===== config.mk =====
export PLATFORM = sky130hd
export DESIGN_NAME = aidc_burst_splitter_flat
export DESIGN_NICKNAME = d
export VERILOG_FILES = /design/src/rtl/aidc_pkg.sv /design/src/rtl/aidc_burst_splitter_if.sv /design/src/rtl/aidc_burst_splitter.sv /design/src/flat_wrapper.sv
export SDC_FILE = /design/constraint.sdc
export NUM_CORES = 1
export LEC_CHECK = 0
export BUFFER_PORTS_ARGS = -buffer_cell sky130_fd_sc_hd__buf_2
export CORE_MARGIN = 3
export CORE_UTILIZATION = 59
export CTS_CLUSTER_SIZE = 30
export DETAILED_ROUTE_END_ITERATION = 16
export GPL_ROUTABILITY_DRIVEN = 0
export HOLD_SLACK_MARGIN = 0.05
export PLACE_DENSITY = 0.86
export RECOVER_POWER = 25
export SYNTH_ARGS = -nofsm -noshare
export SYNTH_HDL_FRONTEND = slang
export SYNTH_SLANG_ARGS = --single-unit

===== constraint.sdc =====
create_clock -name clk -period 8.5 [get_ports clk]
set_clock_uncertainty 0.05 [all_clocks]
set_input_delay 1.275 -clock clk [delete_from_list [all_inputs] [get_ports clk]]
set_output_delay 1.275 -clock clk [all_outputs]
set_load 0.01 [all_outputs]

===== src/rtl/aidc_pkg.sv =====
// Shared definitions for the AIDC address-channel burst splitter:
// FSM states, AXI burst-type encodings and the sub-burst count helper.
package aidc_pkg;

  typedef enum logic [0:0] {
    ST_IDLE  = 1'b0,
    ST_ISSUE = 1'b1
  } state_e;

  localparam logic [1:0] BURST_FIXED = 2'd0;
  localparam logic [1:0] BURST_INCR  = 2'd1;
  localparam logic [1:0] BURST_WRAP  = 2'd2;

  // Number of MAX_LEN-beat sub-bursts needed for alen+1 beats, minus one.
  function automatic logic [7:0] calc_nsub_m1(input logic [7:0] alen, input int unsigned max_len);
    logic [8:0] total;
    total = {1'b0, alen} + 9'd1;
    return 8'((total - 9'd1) >> $clog2(max_len));
  endfunction

endpackage


===== src/rtl/aidc_burst_splitter_if.sv =====
// Core-side request channel and memory-side sub-burst channel of the splitter.
// The slave modport is the splitter's view; master is the surrounding system.
interface aidc_burst_splitter_if #(
  parameter int ADDR_W = 32,
  parameter int ID_W   = 4
);

  logic              core_avalid;
  logic              core_aready;
  logic [ID_W-1:0]   core_aid;
  logic [ADDR_W-1:0] core_aaddr;
  logic [7:0]        core_alen;
  logic [2:0]        core_asize;
  logic [1:0]        core_aburst;

  logic              mem_avalid;
  logic              mem_aready;
  logic [ID_W-1:0]   mem_aid;
  logic [ADDR_W-1:0] mem_aaddr;
  logic [7:0]        mem_alen;
  logic [2:0]        mem_asize;
  logic [1:0]        mem_aburst;
  logic              mem_a_last;
  logic [7:0]        mem_a_nsub_m1;

  modport master (
    output core_avalid, core_aid, core_aaddr, core_alen, core_asize, core_aburst,
    input  core_aready,
    input  mem_avalid, mem_aid, mem_aaddr, mem_alen, mem_asize, mem_aburst,
    input  mem_a_last, mem_a_nsub_m1,
    output mem_aready
  );

  modport slave (
    input  core_avalid, core_aid, core_aaddr, core_alen, core_asize, core_aburst,
    output core_aready,
    output mem_avalid, mem_aid, mem_aaddr, mem_alen, mem_asize, mem_aburst,
    output mem_a_last, mem_a_nsub_m1,
    input  mem_aready
  );

endinterface


===== src/rtl/aidc_burst_splitter.sv =====
// Splits INCR/FIXED AXI address bursts longer than MAX_LEN beats into tagged
// sub-bursts; WRAP and short bursts pass through as a single sub-burst.
module aidc_burst_splitter
  import aidc_pkg::*;
#(
  parameter int ADDR_W  = 32,
  parameter int ID_W    = 4,
  parameter int MAX_LEN = 8
) (
  input  logic clk,
  input  logic rst_n,
  aidc_burst_splitter_if.slave bus
);

  localparam logic [8:0] MAX_BEATS = 9'(MAX_LEN);
  localparam logic [7:0] MAX_ALEN  = 8'(MAX_LEN - 1);

  state_e            r_state;
  state_e            w_state_nxt;
  logic              w_core_aready;

  logic              r_mem_avalid;
  logic [ID_W-1:0]   r_mem_aid;
  logic [ADDR_W-1:0] r_mem_aaddr;
  logic [7:0]        r_mem_alen;
  logic [2:0]        r_mem_asize;
  logic [1:0]        r_mem_aburst;
  logic              r_mem_a_last;
  logic [7:0]        r_mem_a_nsub_m1;
  logic [8:0]        r_rem_beats;
  logic [7:0]        r_sub_idx;

  logic              w_accept;
  logic              w_mem_hs;
  logic [8:0]        w_total;
  logic              w_single;
  logic [ADDR_W-1:0] w_addr_step;
  logic [ADDR_W-1:0] w_next_addr;
  logic [7:0]        w_next_alen;
  logic              w_next_last;
  logic [8:0]        w_next_rem;

  assign w_accept    = (r_state == ST_IDLE) && bus.core_avalid;
  assign w_mem_hs    = r_mem_avalid && bus.mem_aready;
  assign w_total     = {1'b0, bus.core_alen} + 9'd1;
  assign w_single    = (bus.core_aburst == BURST_WRAP) || (w_total <= MAX_BEATS);
  assign w_addr_step = ADDR_W'(MAX_LEN) << r_mem_asize;
  assign w_next_addr = (r_mem_aburst == BURST_INCR) ? (r_mem_aaddr + w_addr_step) : r_mem_aaddr;
  // r_rem_beats counts beats still to be issued after the sub-burst on the bus.
  assign w_next_alen = (r_rem_beats > MAX_BEATS) ? MAX_ALEN : 8'(r_rem_beats - 9'd1);
  assign w_next_rem  = (r_rem_beats > MAX_BEATS) ? (r_rem_beats - MAX_BEATS) : 9'd0;
  assign w_next_last = ((r_sub_idx + 8'd1) == r_mem_a_nsub_m1);

  // State register.
  always_ff @(posedge clk or negedge rst_n) begin
    if (!rst_n) begin
      r_state <= ST_IDLE;
    end else begin
      r_state <= w_state_nxt;
    end
  end

  // Next-state decode.
  always_comb begin
    w_state_nxt = r_state;
    case (r_state)
      ST_IDLE: begin
        if (bus.core_avalid) begin
          w_state_nxt = ST_ISSUE;
        end else begin
          w_state_nxt = ST_IDLE;
        end
      end
      ST_ISSUE: begin
        if (w_mem_hs && r_mem_a_last) begin
          w_state_nxt = ST_IDLE;
        end else begin
          w_state_nxt = ST_ISSUE;
        end
      end
      default: w_state_nxt = ST_IDLE;
    endcase
  end

  // State-decoded outputs.
  always_comb begin
    w_core_aready = 1'b0;
    case (r_state)
      ST_IDLE:  w_core_aready = 1'b1;
      ST_ISSUE: w_core_aready = 1'b0;
      default:  w_core_aready = 1'b0;
    endcase
  end

  // Sub-burst datapath: load on core accept, advance on each non-final mem handshake.
  always_ff @(posedge clk or negedge rst_n) begin
    if (!rst_n) begin
      r_mem_avalid    <= 1'b0;
      r_mem_aid       <= '0;
      r_mem_aaddr     <= '0;
      r_mem_alen      <= 8'd0;
      r_mem_asize     <= 3'd0;
      r_mem_aburst    <= 2'd0;
      r_mem_a_last    <= 1'b0;
      r_mem_a_nsub_m1 <= 8'd0;
      r_rem_beats     <= 9'd0;
      r_sub_idx       <= 8'd0;
    end else if (w_accept) begin
      r_mem_avalid <= 1'b1;
      r_mem_aid    <= bus.core_aid;
      r_mem_aaddr  <= bus.core_aaddr;
      r_mem_asize  <= bus.core_asize;
      r_mem_aburst <= bus.core_aburst;
      r_sub_idx    <= 8'd0;
      if (w_single) begin
        r_mem_alen      <= bus.core_alen;
        r_mem_a_last    <= 1'b1;
        r_mem_a_nsub_m1 <= 8'd0;
        r_rem_beats     <= 9'd0;
      end else begin
        r_mem_alen      <= MAX_ALEN;
        r_mem_a_last    <= 1'b0;
        r_mem_a_nsub_m1 <= calc_nsub_m1(bus.core_alen, MAX_LEN);
        r_rem_beats     <= w_total - MAX_BEATS;
      end
    end else if (w_mem_hs) begin
      if (r_mem_a_last) begin
        r_mem_avalid <= 1'b0;
      end else begin
        r_mem_aaddr  <= w_next_addr;
        r_mem_alen   <= w_next_alen;
        r_mem_a_last <= w_next_last;
        r_rem_beats  <= w_next_rem;
        r_sub_idx    <= r_sub_idx + 8'd1;
      end
    end else begin
      r_mem_avalid <= r_mem_avalid;
    end
  end

  assign bus.core_aready   = w_core_aready;
  assign bus.mem_avalid    = r_mem_avalid;
  assign bus.mem_aid       = r_mem_aid;
  assign bus.mem_aaddr     = r_mem_aaddr;
  assign bus.mem_alen      = r_mem_alen;
  assign bus.mem_asize     = r_mem_asize;
  assign bus.mem_aburst    = r_mem_aburst;
  assign bus.mem_a_last    = r_mem_a_last;
  assign bus.mem_a_nsub_m1 = r_mem_a_nsub_m1;

endmodule

===== src/flat_wrapper.sv =====
// flat-port wrapper written by rule: the top's interface ports become plain ports
module aidc_burst_splitter_flat import aidc_pkg::*;
#(
  parameter int ADDR_W  = 32,
  parameter int ID_W    = 4,
  parameter int MAX_LEN = 8
)
  (clk, rst_n, bus_core_avalid, bus_core_aid, bus_core_aaddr, bus_core_alen, bus_core_asize, bus_core_aburst, bus_core_aready, bus_mem_avalid, bus_mem_aid, bus_mem_aaddr, bus_mem_alen, bus_mem_asize, bus_mem_aburst, bus_mem_a_last, bus_mem_a_nsub_m1, bus_mem_aready);
  aidc_burst_splitter_if #(.ADDR_W(ADDR_W), .ID_W(ID_W)) bus_i ();
  input  logic clk;
  input  logic rst_n;
  input wire logic [$bits(bus_i.core_avalid)-1:0] bus_core_avalid;
  input wire logic [$bits(bus_i.core_aid)-1:0] bus_core_aid;
  input wire logic [$bits(bus_i.core_aaddr)-1:0] bus_core_aaddr;
  input wire logic [$bits(bus_i.core_alen)-1:0] bus_core_alen;
  input wire logic [$bits(bus_i.core_asize)-1:0] bus_core_asize;
  input wire logic [$bits(bus_i.core_aburst)-1:0] bus_core_aburst;
  output wire logic [$bits(bus_i.core_aready)-1:0] bus_core_aready;
  output wire logic [$bits(bus_i.mem_avalid)-1:0] bus_mem_avalid;
  output wire logic [$bits(bus_i.mem_aid)-1:0] bus_mem_aid;
  output wire logic [$bits(bus_i.mem_aaddr)-1:0] bus_mem_aaddr;
  output wire logic [$bits(bus_i.mem_alen)-1:0] bus_mem_alen;
  output wire logic [$bits(bus_i.mem_asize)-1:0] bus_mem_asize;
  output wire logic [$bits(bus_i.mem_aburst)-1:0] bus_mem_aburst;
  output wire logic [$bits(bus_i.mem_a_last)-1:0] bus_mem_a_last;
  output wire logic [$bits(bus_i.mem_a_nsub_m1)-1:0] bus_mem_a_nsub_m1;
  input wire logic [$bits(bus_i.mem_aready)-1:0] bus_mem_aready;
  assign bus_i.core_avalid = bus_core_avalid;
  assign bus_i.core_aid = bus_core_aid;
  assign bus_i.core_aaddr = bus_core_aaddr;
  assign bus_i.core_alen = bus_core_alen;
  assign bus_i.core_asize = bus_core_asize;
  assign bus_i.core_aburst = bus_core_aburst;
  assign bus_core_aready = bus_i.core_aready;
  assign bus_mem_avalid = bus_i.mem_avalid;
  assign bus_mem_aid = bus_i.mem_aid;
  assign bus_mem_aaddr = bus_i.mem_aaddr;
  assign bus_mem_alen = bus_i.mem_alen;
  assign bus_mem_asize = bus_i.mem_asize;
  assign bus_mem_aburst = bus_i.mem_aburst;
  assign bus_mem_a_last = bus_i.mem_a_last;
  assign bus_mem_a_nsub_m1 = bus_i.mem_a_nsub_m1;
  assign bus_i.mem_aready = bus_mem_aready;
  aidc_burst_splitter #(.ADDR_W(ADDR_W), .ID_W(ID_W), .MAX_LEN(MAX_LEN)) u_core (.clk(clk), .rst_n(rst_n), .bus(bus_i));
endmodule

==> results of run 1 <==
==> area by class of cell <==
type                       count  area, um2  area share
clock buffer                   9        124      0.0224
clock inverter                 7        116      0.0211
inverter                      12       45.0     0.00816
multi-input combinational    438       2680       0.485
sequential                    75       1880       0.340
tap                           99        124      0.0224
timing repair buffer         112        561       0.101
==> cells by family after synthesis <==
family,share of synthesized area
AO/OA/AOI/OAI,0.162
XOR/XNOR,0.108
adder cells (fa/ha/maj),0.0468
buffers and inverters,0.0356
flip-flops,0.399
multiplexers,0.00638
other,0.000796
AND/OR/NAND/NOR,0.242
==> routing by layer <==
layer / part of all wire / vias to the layer above / global-route usage
met5: 0 / - / 0
met4: 0.029 / 0 / 0.131
met3: 0.078 / 33 / 0.0418
met2: 0.49 / 208 / 0.464
met1: 0.40 / 2164 / 0.362
li1: - / 2123 / -
==> synthesized netlist by cell type, types with 5 or more instances <==
library cell  count
a21oi_1          34
a31oi_1           6
nor3_1           10
and3_1           12
inv_1            12
dfrtp_1          75
clkbuf_1         19
o21ai_0          40
nand2_1         106
nor3b_1           5
ha_1             16
nand3_1          18
nor4_1            6
nand2b_1          7
a211oi_1          5
a21o_1            5
nor2_1           39
xnor2_1          35
xor2_1           23
nand4_1           6
==> metrics by stage <==
step | setup WS, ps | power (mW) | util
2_1_floorplan | 5010 | 1.17 | -
3_3_place_gp | 4540 | 1.41 | 0.707
3_5_place_dp | 4370 | 1.45 | 0.707
4_1_cts | 4740 | 1.79 | 0.739
5_1_grt | 3160 | 1.93 | 0.738
6_report | 3860 | 1.79 | 0.738
==> power groups by stage <==
stage	registers (mW)	logic (mW)	clock network, mW
2_1_floorplan	0.698	0.469	0
3_3_place_gp	0.676	0.733	0
3_5_place_dp	0.687	0.763	0
4_1_cts	0.682	0.773	0.333
5_1_grt	0.706	0.868	0.352
6_report	0.687	0.773	0.331
==> how the worst min path moves through the flow <==
stage	startpoint	endpoint	slack (ps)	cells past startpoint
2_1_floorplan	u_core.r_rem_beats[1]	u_core.r_rem_beats[1]	440	1
6_report	u_core.bus.mem_aaddr[0]	u_core.bus.mem_aaddr[0]	430	2
4_1_cts	u_core.bus.mem_aaddr[0]	u_core.bus.mem_aaddr[0]	440	2
3_5_place_dp	u_core.bus.mem_aaddr[0]	u_core.bus.mem_aaddr[0]	420	2
5_1_grt	u_core.bus.mem_aaddr[0]	u_core.bus.mem_aaddr[0]	460	2
3_3_place_gp	u_core.bus.mem_aid[0]	u_core.bus.mem_aid[0]	400	2
==> state kept, by name, indices dropped and copies added, names as in the netlist <==
name	count
u_core.bus.mem_aburst	2
u_core.r_sub_idx	8
u_core.bus.mem_asize	3
u_core.bus.mem_aaddr	32
u_core.bus.mem_a_nsub_m1	6
u_core.r_rem_beats	9
u_core.bus.mem_a_last	1
u_core.r_state	1
u_core.bus.mem_aid	4
u_core.bus.mem_avalid	1
u_core.bus.mem_alen	8
==> tightest hold or removal path, stage by stage, from the launching register on <==
cell and delay, ps:
dfrtp_1 340, nand2_1 50, nand2_1 60
==> metrics.csv, run 1 <==
stage,metric,value,unit
status,status,"finished, violations left",
status,violations,"max-capacitance violations, max-slew violations",
floorplanning,start_util,0.629,
route,drtAntennaViolNets,0,
sta,fin_setup_tns,0,ps
yosys,syn_area,4710,um2
worst_setup_path,cp.buffers_inverters,1,
route,drt_iter0_drc,276,
layout,drive_gt1_frac,0.208,
grt,antenna_found_initial,0,
layout,mostFrequentLayoutCells,"buf_2, nand2_1, dfrtp_1",
sta,post-route-period-util,0.546,
worst_setup_path,arrival,4110,ps
clock_tree,ctsResizeCount,0,
min_path,hold_path.class,flop to flop,
worst_setup_path,regToRegStartpoint,u_core.r_state,
placed_design,dpl.cell_count,736,
worst_setup_path,crit_cells,1,
yosys,synthArstFlopShare,1.00,
grt,grt_pass1_vias,4282,
floorplanning,num_rows,31,
power_and_ir_drop,p_comb_frac,0.432,
floorplanning,core,7490,um2
clock_tree,tritoncts,done,
yosys,synthDistinctLibCells,60,
worst_setup_path,crit_type,primary input to asynchronous set/reset pin,
route,vias,4528,
yosys,synth.avg_cell_area,8.53,um2
yosys,synthCells,552,
clock_tree,postCtsHoldBufs,0,
grt,grt_first_pass_wirelength,20100,um
power_and_ir_drop,pwr-share-clk,0.185,
placed_design,place_area,5290,um2
route,drt_first_pass_iters,5,
floorplanning,pin_count,113,
power_and_ir_drop,powerDensity,324,nW/um2
power_and_ir_drop,p_seq_frac,0.384,
yosys,yosys-top-cells-area,"dfrtp_1, nand2_1, xnor2_1",
yosys,synth-seq-cells,75,
floorplanning,fp.dieW,95.3,um
sta,fmax,0.216,GHz
worst_setup_path,crit_family,buffers and inverters,
layout,fillers,572,
sta,rsz0062_at_grt,false,
yosys,post-synth-top-area-fraction,0.399,
grt,grt_overflow,0,
sta,period_needed,4640,ps
route,viasPerCell,6.02,
route,drcViolationCount,0,
clock_tree,cts-root-buf,clkbuf_8,
layout,final_common_cell,buf_2,
worst_setup_path,critPathMaxStageDelay,2770,ps
worst_setup_path,end_kind,asynchronous set/reset pin,
worst_setup_path,start_kind,primary input,
worst_setup_path,crit_chain,clkbuf_1,
yosys,yosysWarnings,0,
layout,diodes,0,
power_and_ir_drop,internal_power,1.03,mW
worst_setup_path,setup.worst_path.start,rst_n,
yosys,synth_top_cell_by_area,dfrtp_1,
yosys,synth_edf_count,0,
sta,tightest_slew,4040,ps
power_and_ir_drop,ir_worst_vdd,172,uV
sta,final_max_slew_viol_count,119,
clock_tree,post-cts-setup-buffer-count,0,
layout,area_growth,17.3,%
clock_tree,htree_levels,3,
yosys,ys_seq_area_frac,0.399,
worst_setup_path,worstPathMaxFanout,75,
worst_setup_path,crit_end,u_core.r_state,
power_and_ir_drop,p_sw_frac,0.422,
route,wl_per_cell,16.7,um
layout,postLayoutCellArea,5520,um2
sta,setup_viol,0,
grt,grt_max_degree,77,
worst_setup_path,r2r_end,u_core.bus.mem_alen[4],
worst_setup_path,cp_slowest_cell,clkbuf_1,
clock_tree,cts_buffers,9,
worst_setup_path,cp.required,7980,ps
layout,stdcell_count,752,
route,wirelength,12600,um
sta,relSlewSlack,-1.69,
clock_tree,clock_latency,350,ps
clock_tree,clk_path_buf_depth,2,
clock_tree,clk_pin_slew_worst_paths,80,ps
sta,whs,427,ps
yosys,synth_top_flop_cell,dfrtp_1,
floorplanning,chipHeight,95.3,um
worst_setup_path,r2r_slack,5060,ps
placed_design,dpl.hpwl,8780,um
worst_setup_path,reg2reg_depth,6,
sta,hold_viol_final,0,
power_and_ir_drop,p_leak,2.60,nW
clock_tree,cts.sinks,75,
placed_design,portBuffers,110,
layout,nets,718,
floorplanning,dieArea,9090,um2
power_and_ir_drop,p_sw,756,uW
grt,grt_usage,0.281,
flow_run,cap_violations,2,
No activity file was read; power rests on OpenSTA's default activity.
==> run 2, diff against run 1 <==
Settings changed: ABC_AREA from default to 1, CORE_UTILIZATION 59 to 50, PLACE_DENSITY 0.86 to 0.76.
Clock period 8.5 ns to 4.1 ns, I/O delays scaled along.
==> run 2 against run 1 <==
Compared with the run above:
- the flow still finishes with violations (max-capacitance violations, max-slew violations)
- flip-flop and latch count unchanged
- die area rose by 30%
- total power increased by 140%
==> metrics.csv, run 2 <==
stage,metric,value,unit,change
layout,largest_register_ffs,32,,unchanged
layout,fin_util,0.613,,-0.125
route,wl_per_cell,14.5,um,-13%
route,route.met2.wl,7250,um,+17%
clock_tree,clk_pin_slew_worst_paths,80,ps,about the same
sta,period_needed,2790,ps,
yosys,synthTopCellsByCount,"nand2_1, nor2_1, inv_1, dfrtp_1, nand3_1",,
floorplanning,pin_count,113,,unchanged
yosys,synth-seq-cells,75,,unchanged
worst_setup_path,arrival,3000,ps,-1110 ps
power_and_ir_drop,powerDensity,692,nW/um2,+110%
layout,diodes,0,,unchanged
worst_setup_path,end_kind,flop,,
clock_tree,tritoncts,done,,
yosys,synthArstFlopShare,1.00,,unchanged
layout,drive_gt1_frac,0.178,,-0.0298
route,drt_iter0_drc,328,,+19%
floorplanning,chipHeight,109,um,+14%
route,dr_wl_met3,857,um,-13%
route,wirelength,14600,um,+16%
route,drcViolationCount,0,,unchanged
yosys,synthCells,770,,+39%
sta,final_max_slew_viol_count,76,,-36%
clock_tree,clk_path_buf_depth,2,,unchanged
clock_tree,cts.sinks,75,,unchanged
yosys,synth_top_cell_by_area,dfrtp_1,,
route,drt_first_pass_iters,5,,unchanged
sta,setup_viol,0,,unchanged
clock_tree,postCtsHoldBufs,0,,unchanged
yosys,synth.most_common_cell,nand2_1,,
status,status,"finished, violations left",,
yosys,ys_seq_area_frac,0.357,,-0.0416
floorplanning,start_util,0.526,,-0.103
placed_design,dpl.hpwl,10700,um,+21%
clock_tree,clock_latency,370,ps,+20 ps
route,viasPerCell,5.41,,-10%
yosys,post-synth-top-area-fraction,0.357,,-0.0416
yosys,syn_area,5260,um2,+12%
layout,mostFrequentLayoutCells,"nand2_1, buf_2, nor2_1",,
layout,nets,940,,+31%
route,drtAntennaViolNets,0,,unchanged
grt,grt_first_pass_wirelength,24500,um,+22%
flow_run,cap_violations,1,,-1
floorplanning,num_rows,36,,+16%
worst_setup_path,worstPathMaxFanout,7,,-91%
sta,relSlewSlack,-0.277,,+1.41
floorplanning,core,10000,um2,+34%
power_and_ir_drop,ir_worst_vdd,263,uV,+53%
yosys,synth_edf_count,0,,unchanged
grt,grt_overflow,0,,unchanged
yosys,yosys-top-cells-area,"dfrtp_1, nand2_1, nor2_1",,
yosys,yosysWarnings,0,,unchanged
sta,hold_viol_final,0,,unchanged
clock_tree,cts_buffers,9,,unchanged
status,violations,"max-capacitance violations, max-slew violations",,
layout,final_common_cell,nand2_1,,
worst_setup_path,crit_type,flop to flop,,
floorplanning,dieArea,11800,um2,+30%
clock_tree,ctsResizeCount,0,,unchanged
yosys,synth_top_flop_cell,dfrtp_1,,
sta,tightest_slew,1920,ps,-2120 ps
route,wl_met1,6140,um,+22%
sta,rsz0062_at_grt,false,,
grt,grt_usage,0.258,,-0.0224
clock_tree,htree_levels,3,,unchanged
yosys,synth.avg_cell_area,6.83,um2,-20%
worst_setup_path,cp.required,4310,ps,-3670 ps
worst_setup_path,start_kind,flop,,
sta,post-route-period-util,0.679,,
layout,area_growth,16.6,%,
placed_design,portBuffers,110,,unchanged
grt,grt_max_degree,76,,-1.3%
route,vias,5448,,+20%
min_path,hold_path.class,primary input to flop,,
sta,fmax,0.359,GHz,
sta,fin_setup_tns,0,ps,unchanged
grt,antenna_found_initial,0,,unchanged
yosys,synthDistinctLibCells,40,,-33%
power_and_ir_drop,p_leak,3.22,nW,+24%
route,highest_layer,met4,,
grt,grt_pass1_vias,5413,,+26%
clock_tree,post-cts-setup-buffer-count,0,,unchanged
floorplanning,fp.dieW,109,um,+14%
clock_tree,cts-root-buf,clkbuf_8,,
run 2: changes by cell type after synthesis, moves of 13 or more:
cell | before | now
nand2_1 | 106 | 218
inv_1 | 12 | 81
nor2_1 | 39 | 97
nand3_1 | 18 | 58
xnor2_1 | 35 | 8
nand4_1 | 6 | 19
run 2: where the power goes:
group,internal [mW],switching [mW]
Clock,0.434,0.300
Sequential,1.06,0.345
Combinational,0.776,1.33
Total,2.27,1.98
run 2: cell families (layout without fill, tap and decap cells):
kind of cell	after synthesis	after routing	share of synthesized area
and+or+nand+nor	435	435	0.357
xor gates and xnor gates	24	24	0.0414
AOI/OAI and AO/OA	108	108	0.119
other	1	2	0.000713
buffers and inverters	110	213	0.0833
adders and majority gates	17	17	0.0419
DFF	75	75	0.357
run 2: cell type report:
type / instances / area (um2)
Multi-Input combinational cell: 586 / 2950
Sequential cell: 75 / 1880
Tap cell: 133 / 166
Fill cell: 921 / 3870
Inverter: 85 / 319
Clock buffer: 11 / 151
Clock inverter: 4 / 97.6
Timing Repair Buffer: 113 / 573
run 2: worst max-delay path: stages (launching register included):
cell,delay (ps)
dfrtp_1,450
inv_1,130
nor3_1,270
ha_1,330
a21oi_1,240
o21ai_0,120
a21oi_1,480
nor2_1,240
nand3b_1,150
nand3_1,80
nand2_1,90
nand2_1,50
run 2: per-stage QoR:
step	hold WS, ps	power [mW]	worst slack [ps]	area, um2	cells
final	389	4.24	1310	6130	1007
after floorplan	269	2.80	1760	5260	771
after CTS	377	4.25	1310	6130	1007
after detailed placement	416	3.50	1090	5890	992
after global placement	411	3.42	1130	5890	992
after global routing	392	4.62	959	6130	1007
run 2: worst paths after layout:
| check | slack (ps) | startpoint | cells after the start | endpoint |
|---|---|---|---|---|
| setup / recovery | 1310 | u_core.bus.mem_asize[0] | 11 | u_core.bus.mem_aaddr[23] |
| hold / removal | 390 | bus_core_aaddr[1] | 3 | u_core.bus.mem_aaddr[1] |
| setup reg to reg | 1310 | u_core.bus.mem_asize[0] | 11 | u_core.bus.mem_aaddr[23] |
| hold reg to reg | 440 | u_core.bus.mem_aid[0] | 2 | u_core.bus.mem_aid[0] |
| max in group asynchronous | 2160 | rst_n | 1 | u_core.bus.mem_alen[7] |
| min in group asynchronous | 730 | rst_n | 1 | u_core.bus.mem_asize[1] |
run 2: routing by layer:
layer | vias to the layer above | track usage
li1 | 2694 | -
met1 | 2539 | 0.312
met2 | 186 | 0.461
met3 | 29 | 0.0448
met4 | 0 | 0.0920
met5 | - | 0
==> run 3, diff against run 2 <==
Settings changed: CORE_UTILIZATION 50 to 56, PLACE_DENSITY 0.76 to 0.81.
Clock period 4.1 ns to 2.8 ns, I/O delays scaled along.
==> run 3 against run 2 <==
Compared with the run above:
- utilization up 7.0 points
- fmax up 11%
- highest routed layer unchanged
- critical path type unchanged
- setup slack worse by 1000 ps
- first-iteration DRC count down 38%
- the flow still finishes with violations (max-capacitance violations, max-slew violations)
==> metrics.csv, run 3 (synthesis results as in run 2) <==
stage,metric,value,unit,change
sta,fin_setup_tns,0,ps,unchanged
layout,largest_register_ffs,32,,unchanged
sta,setup_viol,0,,unchanged
route,vias,5491,,+0.79%
grt,grt_overflow,0,,unchanged
clock_tree,cts-root-buf,clkbuf_8,,
placed_design,dpl.hpwl,10300,um,-3.8%
status,status,"finished, violations left",,
flow_run,cap_violations,1,,unchanged
floorplanning,pin_count,113,,unchanged
floorplanning,core,8930,um2,-11%
clock_tree,tritoncts,done,,
sta,tightest_slew,1930,ps,+11.7 ps
grt,grt_max_degree,76,,unchanged
worst_setup_path,arrival,2720,ps,-280 ps
worst_setup_path,worstPathMaxFanout,7,,unchanged
clock_tree,clk_path_buf_depth,2,,unchanged
worst_setup_path,setup.worst_path.start,u_core.bus.mem_asize[0],,
floorplanning,start_util,0.589,,+0.0628
power_and_ir_drop,ir_worst_vdd,469,uV,+78%
clock_tree,htree_levels,3,,unchanged
grt,grt_pass1_vias,5301,,-2.1%
route,viasPerCell,5.57,,+2.9%
layout,drive_gt1_frac,0.185,,+0.00602
status,violations,"max-capacitance violations, max-slew violations",,
layout,nets,943,,+0.32%
worst_setup_path,start_kind,flop,,
worst_setup_path,crit_type,flop to flop,,
placed_design,portBuffers,110,,unchanged
clock_tree,cts_buffers,9,,unchanged
clock_tree,post-cts-setup-buffer-count,0,,unchanged
worst_setup_path,crit_end,u_core.bus.mem_aaddr[17],,
grt,grt_usage,0.272,,+0.0132
min_path,min-delay-start,bus_core_aaddr[2],,
sta,period_needed,2510,ps,-277 ps
sta,final_max_slew_viol_count,76,,unchanged
floorplanning,dieArea,10600,um2,-10%
worst_setup_path,r2r_end,u_core.bus.mem_aaddr[17],,
grt,grt_first_pass_wirelength,23100,um,-5.5%
layout,area_growth,16.1,%,
layout,final_common_cell,nand2_1,,
worst_setup_path,end_kind,flop,,
worst_setup_path,regToRegStartpoint,u_core.bus.mem_asize[0],,
worst_setup_path,r2r_slack,290,ps,-1020 ps
layout,mostFrequentLayoutCells,"nand2_1, buf_2, nor2_1",,
sta,hold_viol_final,0,,unchanged
sta,rsz0062_at_grt,false,,
layout,diodes,0,,unchanged
grt,antenna_found_initial,0,,unchanged
worst_setup_path,reg2reg_depth,12,,+1
floorplanning,num_rows,34,,-5.6%
route,drtAntennaViolNets,0,,unchanged
layout,fillers,775,,-16%
route,drt_iter0_drc,205,,-38%
route,drcViolationCount,0,,unchanged
power_and_ir_drop,power,6.11,mW,+44%
power_and_ir_drop,p_leak,3.22,nW,about the same
clock_tree,clock_latency,360,ps,about the same
floorplanning,fp.dieW,103,um,-5.2%
min_path,hold_path.class,primary input to flop,,
worst_setup_path,cp.required,3010,ps,-1300 ps
power_and_ir_drop,powerDensity,1000,nW/um2,+45%
floorplanning,chipHeight,103,um,-5.2%
route,drt_first_pass_iters,5,,unchanged
sta,relSlewSlack,-0.285,,-0.00779
clock_tree,clk_pin_slew_worst_paths,90,ps,about the same
clock_tree,cts.sinks,75,,unchanged
route,wirelength,14000,um,-3.6%
sta,post-route-period-util,0.896,,+0.216
route,wl_per_cell,14.2,um,-1.5%
sta,fmax,0.399,GHz,+11%
==> run 3: worst min-delay path by stage <==
stage	to	slack (ps)	cells after the start
floorplan	u_core.bus.mem_a_last	70	0
global placement	u_core.bus.mem_aid[2]	410	2
detailed placement	u_core.bus.mem_aid[0]	410	2
CTS	u_core.bus.mem_aaddr[6]	190	1
global route	u_core.bus.mem_aid[2]	210	3
finish	u_core.bus.mem_aaddr[2]	200	3
==> run 3: what timing repair did <==
| item | in CTS | in global routing |
|---|---|---|
| hold endpoints to repair | 0 | 0 |
| setup endpoints to repair | 0 | 7 |
| resized for setup | 0 | 2 |
| hold buffers | 0 | 0 |
==> run 3: critical path: stages, from the launching register on <==
cell and delay [ps]:
dfrtp_1 450, nor3_1 240, ha_1 200, inv_1 60, fa_1 420, o21ai_2 240, a21oi_2 140, nor2_2 260
nand2_1 100, nand2_1 70, nand3_1 60, nand2_1 70, nand2_1 50
==> run 3: cell type report <==
cell class / instances / area (um2) / area share
clock buffer: 10 / 138 / 0.0225
clock inverter: 6 / 88.8 / 0.0145
inverter: 85 / 319 / 0.0522
multi-input combinational: 586 / 2950 / 0.484
sequential: 75 / 1880 / 0.307
tap: 108 / 135 / 0.0221
timing repair buffer: 116 / 596 / 0.0975
==> run 3: per-layer routing <==
metal | part of all wire | up-vias | wire length (um) | GRT usage
met1 | 0.42 | 2570 | 5860 | 0.333
li1 | - | 2698 | - | -
met4 | 0.023 | 0 | 317 | 0.103
met2 | 0.50 | 191 | 7020 | 0.483
met3 | 0.060 | 32 | 841 | 0.0372
met5 | 0 | - | 0 | 0
==> run 3: per-stage QoR <==
stage	instance area [um2]	instances	hold slack, ps	worst slack [ps]	utilization
after floorplan	5260	771	74.4	464	-
after global placement	5880	970	409	278	0.658
after detailed placement	5880	970	410	120	0.658
after CTS	6100	986	190	99.1	0.683
after global routing	6110	986	210	47.2	0.684
final	6110	986	198	292	0.684
==> run 3: where the power goes <==
group	switching (mW)	internal, mW	total, mW
combinational	1.94	1.15	3.09
sequential	0.486	1.55	2.03
clock	0.459	0.526	0.986
total	2.89	3.22	6.11
